$ cat config.mk
export PLATFORM = sky130hd
export DESIGN_NAME = voice_scheduler
export DESIGN_NICKNAME = d
export VERILOG_FILES = /design/src/rtl/voice_scheduler_pkg.sv /design/src/rtl/voice_scheduler.sv
export SDC_FILE = /design/constraint.sdc
export NUM_CORES = 1
export LEC_CHECK = 0
export ABC_AREA = 1
export ABC_CLOCK_PERIOD_IN_PS = 2200
export CAP_MARGIN = 20
export CORE_ASPECT_RATIO = 1.1
export CORE_MARGIN = 10
export CORE_UTILIZATION = 40
export DETAILED_ROUTE_END_ITERATION = 10
export PLACE_DENSITY = 0.7
export SETUP_SLACK_MARGIN = 0.1
export SLEW_MARGIN = 20
export SYNTH_ARGS = -nofsm -noshare
export SYNTH_HDL_FRONTEND = slang
export SYNTH_SLANG_ARGS = --single-unit
$ cat constraint.sdc
create_clock -name clk -period 2.2 [get_ports clk]
set_input_delay 0.33 -clock clk [delete_from_list [all_inputs] [get_ports clk]]
set_output_delay 0.33 -clock clk [all_outputs]
set_load 0.01 [all_outputs]
$ cat src/rtl/voice_scheduler_pkg.sv
// Shared definitions for the voice scheduler: FSM state type, voice count
// and the accumulator width rule.
package voice_scheduler_pkg;

  typedef enum logic {
    IDLE = 1'b0,
    SCAN = 1'b1
  } state_t;

  localparam int NV = 4;

  // Two guard bits let four full-scale voices sum without wrapping.
  function automatic int acc_width(input int m);
    return m + 2;
  endfunction

endpackage

$ cat src/rtl/voice_scheduler.sv
// Time-multiplexed mixer: walks an external 4:1 voice mux over four cycles,
// sums the enabled voices and publishes their truncated average.
module voice_scheduler
  import voice_scheduler_pkg::*;
#(
  parameter int M = 12
) (
  input  logic         clk,
  input  logic         rst,
  input  logic         tick,
  input  logic [3:0]   en_mask,
  input  logic [1:0]   mon_sel,
  input  logic         clr_ovr,
  input  logic [M-1:0] mux_in,
  output logic [1:0]   sel,
  output logic [M-1:0] mix_out,
  output logic         mix_valid,
  output logic         busy,
  output logic         overrun
);

  localparam int AW = acc_width(M);

  state_t         state, state_n;
  logic [1:0]     cnt;
  logic [AW-1:0]  acc;
  logic [AW-1:0]  sum;
  logic [NV-1:0]  mask_q;
  logic           last;

  assign last = (cnt == 2'(NV - 1));

  always_ff @(posedge clk) begin
    if (rst) state <= IDLE;
    else     state <= state_n;
  end

  always_comb begin
    state_n = state;
    case (state)
      IDLE:    if (tick) state_n = SCAN;
      SCAN:    if (last) state_n = IDLE;
      default: state_n = IDLE;
    endcase
  end

  always_comb begin
    sum = acc + (mask_q[cnt] ? AW'(mux_in) : '0);
  end

  assign sel  = (state == SCAN) ? cnt : mon_sel;
  assign busy = (state == SCAN);

  always_ff @(posedge clk) begin
    if (rst) begin
      cnt       <= '0;
      acc       <= '0;
      mask_q    <= '0;
      mix_out   <= '0;
      mix_valid <= 1'b0;
      overrun   <= 1'b0;
    end else begin
      mix_valid <= 1'b0;
      // A tick while scanning sets the flag even if a clear arrives together.
      if (state == SCAN && tick) overrun <= 1'b1;
      else if (clr_ovr)          overrun <= 1'b0;
      case (state)
        IDLE: begin
          if (tick) begin
            cnt    <= '0;
            acc    <= '0;
            mask_q <= en_mask;
          end
        end
        SCAN: begin
          acc <= sum;
          cnt <= cnt + 2'd1;
          if (last) begin
            mix_out   <= sum[AW-1:2];
            mix_valid <= 1'b1;
          end
        end
        default: ;
      endcase
    end
  end

endmodule

# After elaboration in Yosys (flattened, before gate mapping)
# Cells that the tools add are included.
[word_totals]
register_bits = 35
inputBits = 22
elab_cells = 32
[classes]
n_addsub = 2
order_cmp = 1
n_eq_ne = 2
mux = 14
bitwise = 1
reduce_logical = 5
[ops]
columns = ["cell", "count"]
rows = [
  ["case mux 14 bit (2 select lines)", 1],
  ["adder 14 x 12 -> 14 bit", 1],
  ["2-to-1 mux 14 bit", 1],
  ["2-to-1 mux 12 bit", 1],
  ["2-to-1 mux 1 bit", 6],
  ["2-to-1 mux 2 bit", 2],
  ["case mux 2 bit (2 select lines)", 1],
  ["AND reduction 2 bit", 2],
  ["less-than comparator 2 x 3 -> 1 bit, second input constant", 1],
  ["adder 2 x 1 -> 2 bit, second input constant", 1],
  ["binary-select mux 1 bit (select 2 bit)", 1],
  ["== test 2 bit, second input constant", 1],
  ["!= test 2 bit, second input constant", 1],
  ["case mux 1 bit (2 select lines)", 1],
  ["nonzero test 2 bit", 1],
  ["OR reduction 2 bit", 1],
  ["logical AND 1 bit", 1],
  ["inverter 1 bit", 1],
]

# Depth between registers and ports, before layout
[depth]
depth_word = 5
ltp_mapped = 15

# Least setup slack after synthesis
# No wires, ideal clock.
[synth_path]
kind = "register to register"
startpoint = "register cnt[0]"
endpoint = "register acc[6]"
arrival_ns = 1.928
required_ns = 2.066
slack_ns = 0.139
stages_incl_launch_ff = 14
n_path_buf = 0
cell_sequence = "dfxtp_1 > inv_1 > nand2_1 > a32o_1 > nor2_1 > ha_1 > fa_1 > nand3_1 > nand2_2 > nand2_1 > nand2_1 > or2_1 > nand3_1 > a21oi_1"
[synth_via]
elab_chain_cells = 5
[synth_rtl]
columns = ["element", "line", "source"]
rows = [
  ["start: declaration", "voice_scheduler.sv:25", "logic [1:0] cnt;"],
  ["start signal: assignment", "voice_scheduler.sv:77", "cnt <= cnt + 2'd1;"],
  ["binary-select mux 1 bit (select 2 bit)", "voice_scheduler.sv:48", "sum = acc + (mask_q[cnt] ? AW'(mux_in) : '0);"],
  ["2-to-1 mux 1 bit (implied by the code)", "voice_scheduler.sv:48", ""],
  ["2-to-1 mux 12 bit", "voice_scheduler.sv:48", ""],
  ["adder 14 x 12 -> 14 bit", "voice_scheduler.sv:48", ""],
  ["case mux 14 bit (2 select lines)", "voice_scheduler.sv:67", "case (state)"],
  ["end signal: assignment", "voice_scheduler.sv:76", "acc <= sum;"],
  ["end: declaration", "voice_scheduler.sv:26", "logic [AW-1:0] acc;"],
]
# Every way passes these cells. The select of a mux whose other input is x is not followed.
# A chain may end at the register's enable or synchronous reset.

# Worst setup path in the final report
# Ends and elaborated chain as after synthesis.

==> report_table.html <==
<table>
<tr><th>Metric</th><th>Value</th></tr>
<tr><th colspan="2">Run</th></tr>
<tr><td>Count of max-cap constraint violations</td><td>0</td></tr>
<tr><th colspan="2">Final layout</th></tr>
<tr><td>Final instance area</td><td>0.00340 mm^2</td></tr>
<tr><td>Synth-to-Final Area Change</td><td>61.9%</td></tr>
<tr><td>Commonest cells after routing, fill and taps aside</td><td>nand2_1 (83), inv_1 (38), clkdlybuf4s50_1 (38)</td></tr>
<tr><td>Share of final-layout standard cells stronger than drive strength 1</td><td>0.381</td></tr>
<tr><td>Most frequent standard cell in the layout excluding fill and tap cells</td><td>nand2_1</td></tr>
<tr><td>Diode insertion count for antenna repair</td><td>0</td></tr>
<tr><td>Nets@finish</td><td>426</td></tr>
<tr><td>Layout filler cell count</td><td>397</td></tr>
<tr><th colspan="2">Critical path</th></tr>
<tr><td>Type of element launching the critical path</td><td>flop</td></tr>
<tr><td>Data arrival time of the worst path</td><td>2.32 ns</td></tr>
<tr><td>Required time worst endpoint</td><td>2.38 ns</td></tr>
<tr><td>Crit Path Max Fanout</td><td>5</td></tr>
<tr><td>Category of the critical setup timing path</td><td>reg -&gt; reg</td></tr>
<tr><td>Type of element capturing the critical path</td><td>flop</td></tr>
<tr><th colspan="2">Power</th></tr>
<tr><td>Design internal power</td><td>1.02 mW</td></tr>
<tr><td>Clock network fraction of total power</td><td>0.323</td></tr>
<tr><td>Peak supply drop</td><td>0.324 mV</td></tr>
<tr><td>Switching Power</td><td>0.413 mW</td></tr>
<tr><td>Combinational group share of total power</td><td>0.216</td></tr>
<tr><td>Sequential fraction of design power</td><td>0.461</td></tr>
<tr><td>Reported leakage power</td><td>1.53 nW</td></tr>
<tr><td>Switching part of the total</td><td>0.287</td></tr>
<tr><td>Power density normalized to cell area</td><td>422 mW/mm^2</td></tr>
<tr><th colspan="2">Floorplan</th></tr>
<tr><td>Initial Utilization</td><td>0.415</td></tr>
<tr><td>Total Die Area</td><td>0.00856 mm^2</td></tr>
<tr><td>Chip Width</td><td>89.1 um</td></tr>
<tr><td>Rows</td><td>27</td></tr>
<tr><td>Core ar.</td><td>0.00507 mm^2</td></tr>
<tr><td>Boundary pin count</td><td>39</td></tr>
<tr><td>Chip Height</td><td>96.1 um</td></tr>
<tr><th colspan="2">Routing</th></tr>
<tr><td>Routed vias</td><td>2250</td></tr>
<tr><td>Starting DRC count in detailed routing</td><td>164</td></tr>
<tr><td>Routed WL per cell</td><td>14.0 um</td></tr>
<tr><td>Vias per cell</td><td>5.01</td></tr>
<tr><td>Final WL</td><td>6300 um</td></tr>
<tr><td>DRC violation count after routing</td><td>0</td></tr>
<tr><td>Drt pass-1 iters</td><td>4</td></tr>
<tr><td>Detail Route Antenna Nets</td><td>0</td></tr>
<tr><th colspan="2">Global route</th></tr>
<tr><td>Total Routing Usage GR</td><td>0.156</td></tr>
<tr><td>Pin count of the biggest net entering global routing</td><td>18</td></tr>
<tr><td>Congestion Overflow GR</td><td>0</td></tr>
<tr><td>First-pass GRT wire length</td><td>10600 um</td></tr>
<tr><td>Antenna violations before repair</td><td>0</td></tr>
<tr><td>Via count of the first global-routing pass</td><td>2297</td></tr>
<tr><th colspan="2">Synthesis</th></tr>
<tr><td>Synthesis warning total</td><td>0</td></tr>
<tr><td>Synth Area per Inst</td><td>6.45 um^2</td></tr>
<tr><td>Sequential area share after synthesis</td><td>0.333</td></tr>
<tr><td>Post-synthesis instance area</td><td>0.00210 mm^2</td></tr>
<tr><td>Synth Instances</td><td>326</td></tr>
<tr><td>Total of flip-flops plus latches after synthesis</td><td>35</td></tr>
<tr><td>Nets in the synthesized netlist</td><td>362</td></tr>
<tr><td>Number of library cell types mapped by synthesis</td><td>26</td></tr>
<tr><th colspan="2">Placed design</th></tr>
<tr><td>Global placement routability congestion</td><td>0.901</td></tr>
<tr><td>Port-buffer cells</td><td>38</td></tr>
<tr><td>Worst setup slack after placement</td><td>-0.0649 ns</td></tr>
<tr><td>Cell Area, Placed</td><td>0.00266 mm^2</td></tr>
<tr><td>Final HPWL DP</td><td>4340 um</td></tr>
<tr><th colspan="2">CTS</th></tr>
<tr><td>Root Driver</td><td>clkbuf_8</td></tr>
<tr><td>Maximum count of clock buffers along a single path</td><td>2</td></tr>
<tr><td>Latest clock arrival within the worst-skew pair</td><td>0.29 ns</td></tr>
<tr><td>Number of buffers created by CTS</td><td>5</td></tr>
<tr><td>TritonCTS Sinks</td><td>35</td></tr>
<tr><td>Worst-path clk slew</td><td>0.07 ns</td></tr>
<tr><td># H-tree levels</td><td>2</td></tr>
<tr><td>Clock tree from TritonCTS</td><td>yes</td></tr>
<tr><th colspan="2">Timing</th></tr>
<tr><td>Max-Slew Margin vs Limit</td><td>0.633</td></tr>
<tr><td>Unrepaired setup endpoints after global routing</td><td>true</td></tr>
<tr><td>Period utilisation layout</td><td>0.971</td></tr>
<tr><td>Shortest period the worst path allows</td><td>2.14 ns</td></tr>
<tr><td>Achievable frequency</td><td>468 MHz</td></tr>
<tr><td>Final Worst Setup Slack</td><td>0.0637 ns</td></tr>
<tr><td>Final Hold Fails</td><td>0</td></tr>
<tr><td>Final max-slew violation count</td><td>0</td></tr>
<tr><td>Worst Max-Slew Pin Slew</td><td>0.550 ns</td></tr>
<tr><td>Number of endpoints failing setup at the final stage</td><td>0</td></tr>
<tr><td>Setup_tns</td><td>0 ns</td></tr>
<tr><td>Clock tree skew after final layout</td><td>0.00734 ns</td></tr>
<tr><th colspan="2">Hold path</th></tr>
<tr><td>Class of the most critical hold timing path</td><td>reg -&gt; reg</td></tr>
<tr><th colspan="2">Run status</th></tr>
<tr><td>Run status</td><td>finished, final reports clean</td></tr>
</table>
==> power by group through the flow <==
stage                     Clock (mW)  Combinational (mW)  Sequential [mW]
after floorplan                    0               0.109            0.670
after global placement             0               0.209            0.674
after detailed placement           0               0.211            0.674
after CTS                      0.474               0.287            0.661
after global routing           0.494               0.337            0.665
final                          0.464               0.310            0.663
==> critical path: stages, from the launching register on <==
cell     delay [ns]
dfxtp_4        0.37
inv_4          0.06
nand2_2        0.04
a32o_2         0.31
buf_12         0.17
nor2_4         0.11
ha_4           0.22
nand2_2        0.06
nand2_2        0.07
inv_2          0.07
nand2_4        0.07
nand2_2        0.06
nand2_2        0.04
or2_1          0.23
nand3_1        0.08
a21oi_2        0.05
==> synth_stat cells <==
master	count	area (um^2)
nand2_1	118	443
inv_1	45	169
dfxtp_1	35	701
nor2_1	27	101
a21oi_1	26	130
nand3_1	21	105
ha_1	13	163
xor2_1	6	52.6
buf_2	5	25.0
nand2_2	4	25.0
nor2_2	4	25.0
a22o_1	3	26.3
inv_2	3	11.3
nand4_1	3	18.8
a21oi_2	2	17.5
a21oi_4	1	16.3
a32o_1	1	10.0
and2_1	1	6.26
buf_1	1	3.75
buf_4	1	7.51
clkbuf_1	1	3.75
clkinv_1	1	3.75
fa_1	1	20.0
nand3b_1	1	7.51
nor3_1	1	5.00
or2_1	1	6.26
==> final cells by class <==
| class | instances | area (um^2) | area share |
|---|---|---|---|
| clock buffer | 6 | 72.6 | 0.0213 |
| clock inverter | 2 | 12.5 | 0.00368 |
| inverter | 49 | 186 | 0.0548 |
| multi-input combinational | 234 | 1730 | 0.507 |
| sequential | 35 | 706 | 0.207 |
| tap | 58 | 72.6 | 0.0213 |
| timing repair buffer | 65 | 628 | 0.184 |
==> sequential cells by signal, summed over array words and instances, names as in the netlist <==
name       count
mask_q         4
mix_valid      1
acc           14
cnt            2
busy           1
overrun        1
mix_out       12
==> kinds of logic after synthesis <==
family	after synthesis	share of synthesized area
AO/OA/AOI/OAI	33	0.0952
flip-flops	35	0.333
adder cells (fa/ha/maj)	14	0.0869
buffers and inverters	57	0.106
XOR/XNOR	6	0.0250
AND/OR/NAND/NOR	181	0.353
==> repair_timing <==
action | CTS | global route
setup endpoints to repair | 21 | 25
gates resized for setup | 74 | 65
pin swaps | 49 | 37
cloned | 1 | 0
setup buffers | 8 | 0
hold buffers | 0 | 0
==> per-layer routing <==
| layer | up-vias | global-route usage | wire, um |
|---|---|---|---|
| met5 | - | 0 | 0 |
| met4 | 0 | 0.0623 | 98 |
| met3 | 11 | 0.0423 | 419 |
| met2 | 62 | 0.253 | 2940 |
| met1 | 1045 | 0.190 | 2850 |
| li1 | 1132 | - | - |
==> final timing paths <==
path | from | end | slack, ns | depth (start not counted)
min | mix_out[10] | mix_out[10] | 0.45 | 2
min reg2reg | mix_out[10] | mix_out[10] | 0.45 | 2
max | cnt[0] | acc[6] | 0.06 | 15
max reg2reg | cnt[0] | acc[6] | 0.06 | 15
==> stage by stage <==
| step | utilization | hold WS [ns] | std cells | power [mW] |
|---|---|---|---|---|
| floorplan | - | 0.444 | 326 | 0.779 |
| global placement | 0.526 | 0.439 | 432 | 0.883 |
| detailed placement | 0.526 | 0.442 | 432 | 0.885 |
| CTS | 0.623 | 0.455 | 449 | 1.42 |
| global route | 0.672 | 0.469 | 449 | 1.50 |
| finish | 0.672 | 0.453 | 449 | 1.44 |
(Power assumes the default switching activity.)
